--- config.mk ---
export PLATFORM = sky130hd
export DESIGN_NAME = mem_port_arbiter
export DESIGN_NICKNAME = d
export VERILOG_FILES = /design/src/rtl/mem_port_arbiter.sv
export SDC_FILE = /design/constraint.sdc
export NUM_CORES = 1
export LEC_CHECK = 0
export CAP_MARGIN = 20
export CORE_MARGIN = 8
export CORE_UTILIZATION = 40
export CTS_BUF_LIST = sky130_fd_sc_hd__clkbuf_4
export CTS_CLUSTER_SIZE = 8
export DETAILED_ROUTE_END_ITERATION = 12
export GPL_TIMING_DRIVEN = 0
export PLACE_DENSITY = 0.81
export SLEW_MARGIN = 15
export SYNTH_ARGS = -nofsm -noshare
export SYNTH_HDL_FRONTEND = slang
export SYNTH_SLANG_ARGS = --single-unit
--- constraint.sdc ---
create_clock -name clk -period 1.6 [get_ports clk]
set_clock_uncertainty 0.1 [all_clocks]
set_input_delay 0.32 -clock clk [delete_from_list [all_inputs] [get_ports clk]]
set_output_delay 0.32 -clock clk [all_outputs]
set_load 0.02 [all_outputs]
--- src/rtl/mem_port_arbiter.sv ---
// mem_port_arbiter
// Shares one single-port memory between the load/store data port (D) and the
// instruction refill port (I). One requester is granted per cycle; the granted
// requester drives the memory in the same cycle, and read data is returned
// to the issuing port one cycle later.
//
// Build option:
//   ARB_RR_EN  defined   : contended cycles alternate winners (round-robin).
//              undefined : D wins contention unless I has been denied
//                          STARVE_MAX consecutive cycles (default build).
//
// Ports:
//   clk, Reset             clock, synchronous active-high reset
//   d_req/d_we/d_addr/d_wdata  data port request, write flag, address, data
//   d_gnt                  data port granted this cycle (combinational)
//   d_rvalid/d_rdata       data port read response
//   i_req/i_addr           refill request and address (reads only)
//   i_gnt                  refill granted this cycle (combinational)
//   i_rvalid/i_rdata       refill read response
//   mem_en/mem_we/mem_addr/mem_wdata  memory command for the granted port
//   mem_rdata              memory read data, one cycle after a read access
module mem_port_arbiter #(
  parameter int unsigned AW         = 10,
  parameter int unsigned DW         = 32,
  parameter int unsigned STARVE_MAX = 3
) (
  input  logic          clk,
  input  logic          Reset,
  // data port
  input  logic          d_req,
  input  logic          d_we,
  input  logic [AW-1:0] d_addr,
  input  logic [DW-1:0] d_wdata,
  output logic          d_gnt,
  output logic          d_rvalid,
  output logic [DW-1:0] d_rdata,
  // instruction refill port
  input  logic          i_req,
  input  logic [AW-1:0] i_addr,
  output logic          i_gnt,
  output logic          i_rvalid,
  output logic [DW-1:0] i_rdata,
  // shared memory
  output logic          mem_en,
  output logic          mem_we,
  output logic [AW-1:0] mem_addr,
  output logic [DW-1:0] mem_wdata,
  input  logic [DW-1:0] mem_rdata
);

  typedef enum logic [1:0] {
    OWN_NONE = 2'd0,
    OWN_D    = 2'd1,
    OWN_I    = 2'd2
  } owner_e;

  owner_e        rd_owner_q, rd_owner_d;
  logic [AW-1:0] mem_addr_q, mem_addr_d;
  logic [DW-1:0] mem_wdata_q, mem_wdata_d;
  logic [DW-1:0] d_rdata_q, d_rdata_d;
  logic [DW-1:0] i_rdata_q, i_rdata_d;
  logic          d_win, i_win;

`ifdef ARB_RR_EN
  // Only the round-robin build consumes the previous winner.
  logic          last_is_i_q, last_is_i_d;
`else
  localparam int unsigned SW = (STARVE_MAX > 0) ? $clog2(STARVE_MAX + 1) : 1;
  logic [SW-1:0] starve_cnt_q, starve_cnt_d;
`endif

  // Arbitration: at most one winner, nothing granted while in reset.
  always_comb begin
    d_win = 1'b0;
    i_win = 1'b0;
    if (!Reset) begin
      if (d_req && i_req) begin
`ifdef ARB_RR_EN
        i_win = ~last_is_i_q;
`else
        i_win = (starve_cnt_q == SW'(STARVE_MAX));
`endif
        d_win = ~i_win;
      end else begin
        d_win = d_req;
        i_win = i_req;
      end
    end
  end

  assign d_gnt = d_win;
  assign i_gnt = i_win;

  // Memory command follows the winner; address/data hold when idle.
  always_comb begin
    mem_en    = d_win | i_win;
    mem_we    = d_win & d_we;
    mem_addr  = mem_addr_q;
    mem_wdata = mem_wdata_q;
    if (d_win) begin
      mem_addr  = d_addr;
      mem_wdata = d_wdata;
    end else if (i_win) begin
      mem_addr  = i_addr;
    end
  end

  // Response valids are suppressed while reset is held so a read granted
  // just before reset never surfaces.
  assign d_rvalid = (rd_owner_q == OWN_D) & ~Reset;
  assign i_rvalid = (rd_owner_q == OWN_I) & ~Reset;

  // Read data passes straight through on the valid cycle, otherwise holds.
  assign d_rdata = d_rvalid ? mem_rdata : d_rdata_q;
  assign i_rdata = i_rvalid ? mem_rdata : i_rdata_q;

  // Next-state logic for all registered state.
  always_comb begin
    rd_owner_d  = OWN_NONE;
    mem_addr_d  = mem_addr;
    mem_wdata_d = mem_wdata;
    d_rdata_d   = d_rdata;
    i_rdata_d   = i_rdata;

    if (d_win && !d_we) begin
      rd_owner_d = OWN_D;
    end else if (i_win) begin
      rd_owner_d = OWN_I;
    end

`ifdef ARB_RR_EN
    last_is_i_d = last_is_i_q;
    if (d_win) begin
      last_is_i_d = 1'b0;
    end else if (i_win) begin
      last_is_i_d = 1'b1;
    end
`else
    // Counts consecutive denied I cycles, saturating at STARVE_MAX.
    starve_cnt_d = '0;
    if (i_req && !i_win) begin
      if (starve_cnt_q == SW'(STARVE_MAX)) begin
        starve_cnt_d = starve_cnt_q;
      end else begin
        starve_cnt_d = starve_cnt_q + SW'(1);
      end
    end
`endif
  end

  // State registers.
  always_ff @(posedge clk) begin
    if (Reset) begin
      rd_owner_q   <= OWN_NONE;
      mem_addr_q   <= '0;
      mem_wdata_q  <= '0;
      d_rdata_q    <= '0;
      i_rdata_q    <= '0;
`ifdef ARB_RR_EN
      last_is_i_q  <= 1'b1;
`else
      starve_cnt_q <= '0;
`endif
    end else begin
      rd_owner_q   <= rd_owner_d;
      mem_addr_q   <= mem_addr_d;
      mem_wdata_q  <= mem_wdata_d;
      d_rdata_q    <= d_rdata_d;
      i_rdata_q    <= i_rdata_d;
`ifdef ARB_RR_EN
      last_is_i_q  <= last_is_i_d;
`else
      starve_cnt_q <= starve_cnt_d;
`endif
    end
  end

endmodule

Word-level counts from Yosys, hierarchy flattened
Index checks and enable logic that the tools add are counted.
Widths: inputs -> output; s select.
- output and inout port bits: 112
- bits of input ports: 89
- flip-flop bits (word level): 110
- logic and storage cells: 36
- bitwise operators: 7
- eq/ne operators: 3
- add/subtract/negate cells: 1
- mux-type cells: 11
- reductions and logical operators: 7
- operators by type and width (cell ; count):
    $mux 32 ; 3
    $mux 10 ; 2
    $mux 1 ; 5
    $eq 2x2->1 const B ; 2
    $reduce_or 2->1 ; 2
    $and 1x1->1 ; 3
    $logic_and 1x1->1 ; 3
    $not 1->1 ; 3
    $add 2x1->2 const B ; 1
    $eq 2x1->1 const B ; 1
    $logic_not 1->1 ; 2
    $mux 2 ; 1
    $or 1x1->1 ; 1

Logic depth before layout (Yosys ltp)
- depth in word-level cells: 7
- mapped depth: 6
- depth with buffers taken out: 4

Worst setup path before layout
OpenSTA, ideal clock, no wires.
- path type: register -> output
- start: register starve_cnt_q[0]
- end: output port mem_addr[1]
- path buffers: 1
- arrival: 1.545 ns
- slack: -0.365 ns
- required time: 1.180 ns
- stages on the path, launching flop included: 6
- cell sequence: dfxtp_1 > ha_1 > nor2b_1 > clkbuf_1 > or3b_1 > a31oi_1
- cells in the longest elaborated chain, start to end: 5
- elaborated cells on any way between the ends: 8
- classes of those cells: eq/ne (1); mux (6); bitwise (1)
- ends and longest elaborated chain (item ; line ; source):
    start: declaration ; 69 ; logic [SW-1:0] starve_cnt_q, starve_cnt_d;
    start signal: assignment ; 173 ; starve_cnt_q <= starve_cnt_d;
    $eq 2x2->1 * ; 81 ; i_win = (starve_cnt_q == SW'(STARVE_MAX));
    $mux 1 or $not 1->1 (tied branches) ; 77, 83 ;
    $mux 1, on equally long branches ; 76, 77 ;
    $mux 10 or $mux 1 (tied branches) ; 103, 76 ;
    $mux 10 * ; 100 ; if (d_win) begin
    end: declaration ; 46 ; output logic [AW-1:0] mem_addr,
Mark *: on every way between the ends. The rest lies on a longest branch, timed or not.

Worst setup path after layout
- start: register starve_cnt_q[0]
- end: output port mem_addr[2]
The elaborated chain is that of the path after synthesis.

==> metrics.txt <==
Crit. End Element=output pin; Critical Path Fanout Max=5; Crit-path slowest cell=dfxtp_4; MaxCap Viol Count=0; Rows=39; Slew headroom=0.626; register area share after synthesis=0.469; final core utilization=0.787; worst vdd ir=0.425 mV; Min-Delay Path Class=in -> reg; routed vias=4601; vias in the first global route=4785; cts bufs inserted=9; Initial Util=0.411; Yosys cell types=27; setup ws final=-0.758 ns; Clk pwr share=0.268; die height=124 um; Seq cells post-synth=110; clock latency on the worst-skew pair=0.46 ns; worst reg-to-reg path cell count=6; crit path buf inv count=2; TritonCTS clock tree=built; violated checks=setup timing; Worst EP required=1.18 ns; Area Overhead vs Synth=91.3%; Core ar.=11400 um^2; vias per inst=5.23; Max Freq=0.424 GHz; Initial DRC Count=209; Post-Place Cell Area=7510 um^2; wire per inst=20.5 um; syn avg cell area=9.87 um^2; hpwl dp=11800 um; unrepaired setup endpoints after global routing=true; TritonCTS Sinks=110; Data arrival, critical path=1.94 ns; Die X=124 um; Final Setup Violations=150; PortBufs=200; Worst-path clk slew=0.17 ns; critical path's top delay family=simple AND/OR/NAND/NOR gates; Nets=823; Tot GR Track Use=0.210; status=complete, but fails checks; Synth warnings=0; filler cell count=666; initial antenna violation count=0; Setup CP Type=reg -> out; area of the multi-input gates=3380 um^2; Worst Hold Path Cells=2; Placer Congestion=0.795; Worst setup SP type=flop; Antenna diodes=0; GR Overflow Total=0; layout cells sized above 1=0.529; Hold Fails Final Rpt=0; Worst Tran Pin Value=0.560 ns; Worst path depth=6; Seq. cell area=2210 um^2; Setup TNS=-78.36 ns; clk buf depth=2; crit path cell chain=ha_4 -> nor2b_4 -> clkbuf_8 -> or3b_4 -> a31oi_4 -> buf_6; Pre-Repair DR Iteration Count=4; Slew Limit Fails=0; Logic pwr share=0.252; Syn Std Cell Area=4700 um^2; Total Wirelength=18100 um; H-Tree Depth=3; leak pwr=0.00390 uW; CTS root buf=clkbuf_4; Final Cycle Share=1.47; antenna-violating nets left=0; post-synth net total=567; CP max stage delay=0.40 ns; Hold Slack=0.299 ns; first-pass GRT wire length=26600 um; Final min period=2.36 ns; fin area=8990 um^2; Total Die Area=15500 um^2; Post-Syn Instances=476; Power Total=6000 uW; power density over the cells=667 nW/um^2; internal power=4270 uW; P_sw=1720 uW; DRC Markers=0; register share of total power=0.480; IO Pins=201; largest net degree at the start of global routing=19; Sw Share=0.287
-- final timing paths --
check	from	to	slack [ns]
setup / recovery	starve_cnt_q[0]	mem_addr[2]	-0.76
hold / removal	i_req	starve_cnt_q[0]	0.30
setup reg to reg	rd_owner_q[1]	i_rdata_q[13]	-0.13
hold reg to reg	starve_cnt_q[0]	starve_cnt_q[0]	0.36
-- sequential cells by signal (all words and copies together), names as in the netlist --
register	count
d_rdata_q	32
i_rdata_q	32
mem_addr_q	10
mem_wdata_q	32
rd_owner_q	2
starve_cnt_q	2
-- Yosys cell counts --
master / number / share of area
a21oi_1: 32 / 0.034
a311oi_1: 10 / 0.019
a31oi_1: 10 / 0.013
and2_1: 1 / 0.0013
and2b_1: 58 / 0.093
and3_1: 1 / 0.0013
and4b_1: 1 / 0.0021
buf_1: 1 / 0.00080
buf_2: 5 / 0.0053
buf_6: 7 / 0.017
clkbuf_1: 28 / 0.022
dfxtp_1: 110 / 0.47
ha_1: 2 / 0.0053
inv_1: 1 / 0.00080
mux2_2: 64 / 0.15
nand2_1: 34 / 0.027
nand2b_1: 2 / 0.0027
nand3_1: 32 / 0.034
nor2_1: 2 / 0.0016
nor2b_1: 8 / 0.011
nor3_1: 10 / 0.011
nor3b_4: 2 / 0.0080
nor4b_1: 1 / 0.0019
o21a_1: 1 / 0.0016
o21ai_0: 43 / 0.046
or3b_1: 8 / 0.015
or3b_2: 2 / 0.0037
-- worst reg2reg max path, delay by kind of cell, from the launching register on --
family        cells  cell delay [ns]
buf+inv           3             0.43
flops             1             0.39
mux               1             0.31
simple gates      2             0.42
-- power by group through the flow --
| stage | clock network [uW] | logic, uW | registers (uW) |
|---|---|---|---|
| final | 1610 | 1510 | 2880 |
| after global routing | 1730 | 1590 | 2890 |
| after CTS | 1610 | 1370 | 2870 |
| after detailed placement | 0 | 1290 | 2920 |
| after global placement | 0 | 1270 | 2920 |
| after floorplan | 0 | 671 | 2910 |
-- through the flow --
| stage | std cells | worst slack, ns |
|---|---|---|
| 4_1_cts | 860 | -0.779 |
| 2_1_floorplan | 476 | -0.151 |
| 6_report | 880 | -0.758 |
| 3_5_place_dp | 819 | -1.43 |
| 5_1_grt | 880 | -0.837 |
| 3_3_place_gp | 819 | -1.40 |
-- cell families after synthesis --
group	after synthesis	synth area share
buf+inv	42	0.0461
flops	110	0.469
mux	64	0.153
simple gates	162	0.213
compound gates	96	0.113
fa+ha+maj	2	0.00533
-- what timing repair did --
action                                 CTS  global route
gates resized for setup                663           158
cloned                                   8             4
pin swaps                               17             7
hold buffers                             0             0
setup endpoints to repair              218           168
endpoints found under the hold margin    0             0
setup buffers                           20            17
-- layout make-up --
| cell class | count | area share |
|---|---|---|
| multi-input cells | 324 | 0.376 |
| plain buffers | 37 | 0.0462 |
| clock inverters | 7 | 0.0106 |
| clock buffers | 9 | 0.00752 |
| well taps | 143 | 0.0199 |
| inverters | 1 | 0.000418 |
| flip-flops and latches | 110 | 0.246 |
| repair buffers | 249 | 0.293 |
-- layer usage --
metal  vias up  track usage  share of wire  wire [um]
li1       2177            -              -          -
met1      2218        0.249           0.41       7370
met2       185        0.369           0.52       9480
met3        21       0.0502          0.057       1030
met4         0       0.0532          0.011        195
met5         -            0              0          0
-- cell usage in the layout, fill, tap and decap left out, types with 4 or more instances in the layout --
cell type,netlist,routed
dfxtp_1,110,106
buf_6,7,99
clkdlybuf4s50_1,0,86
mux2_4,0,64
and2b_1,58,58
buf_4,0,38
o21ai_4,0,32
nand2_2,0,32
a21oi_1,32,32
nand3_1,32,30
clkbuf_4,0,16
buf_2,5,12
buf_12,0,10
or3b_4,0,10
nor3_4,0,10
a31oi_4,0,10
clkbuf_16,0,8
o21ai_1,0,8
clkbuf_1,28,8
a311oi_2,0,6
nor2b_1,8,5
clkbuf_8,0,5
clkbuf_2,0,4
a311oi_1,10,4
No activity file was read; power rests on OpenSTA's default activity.
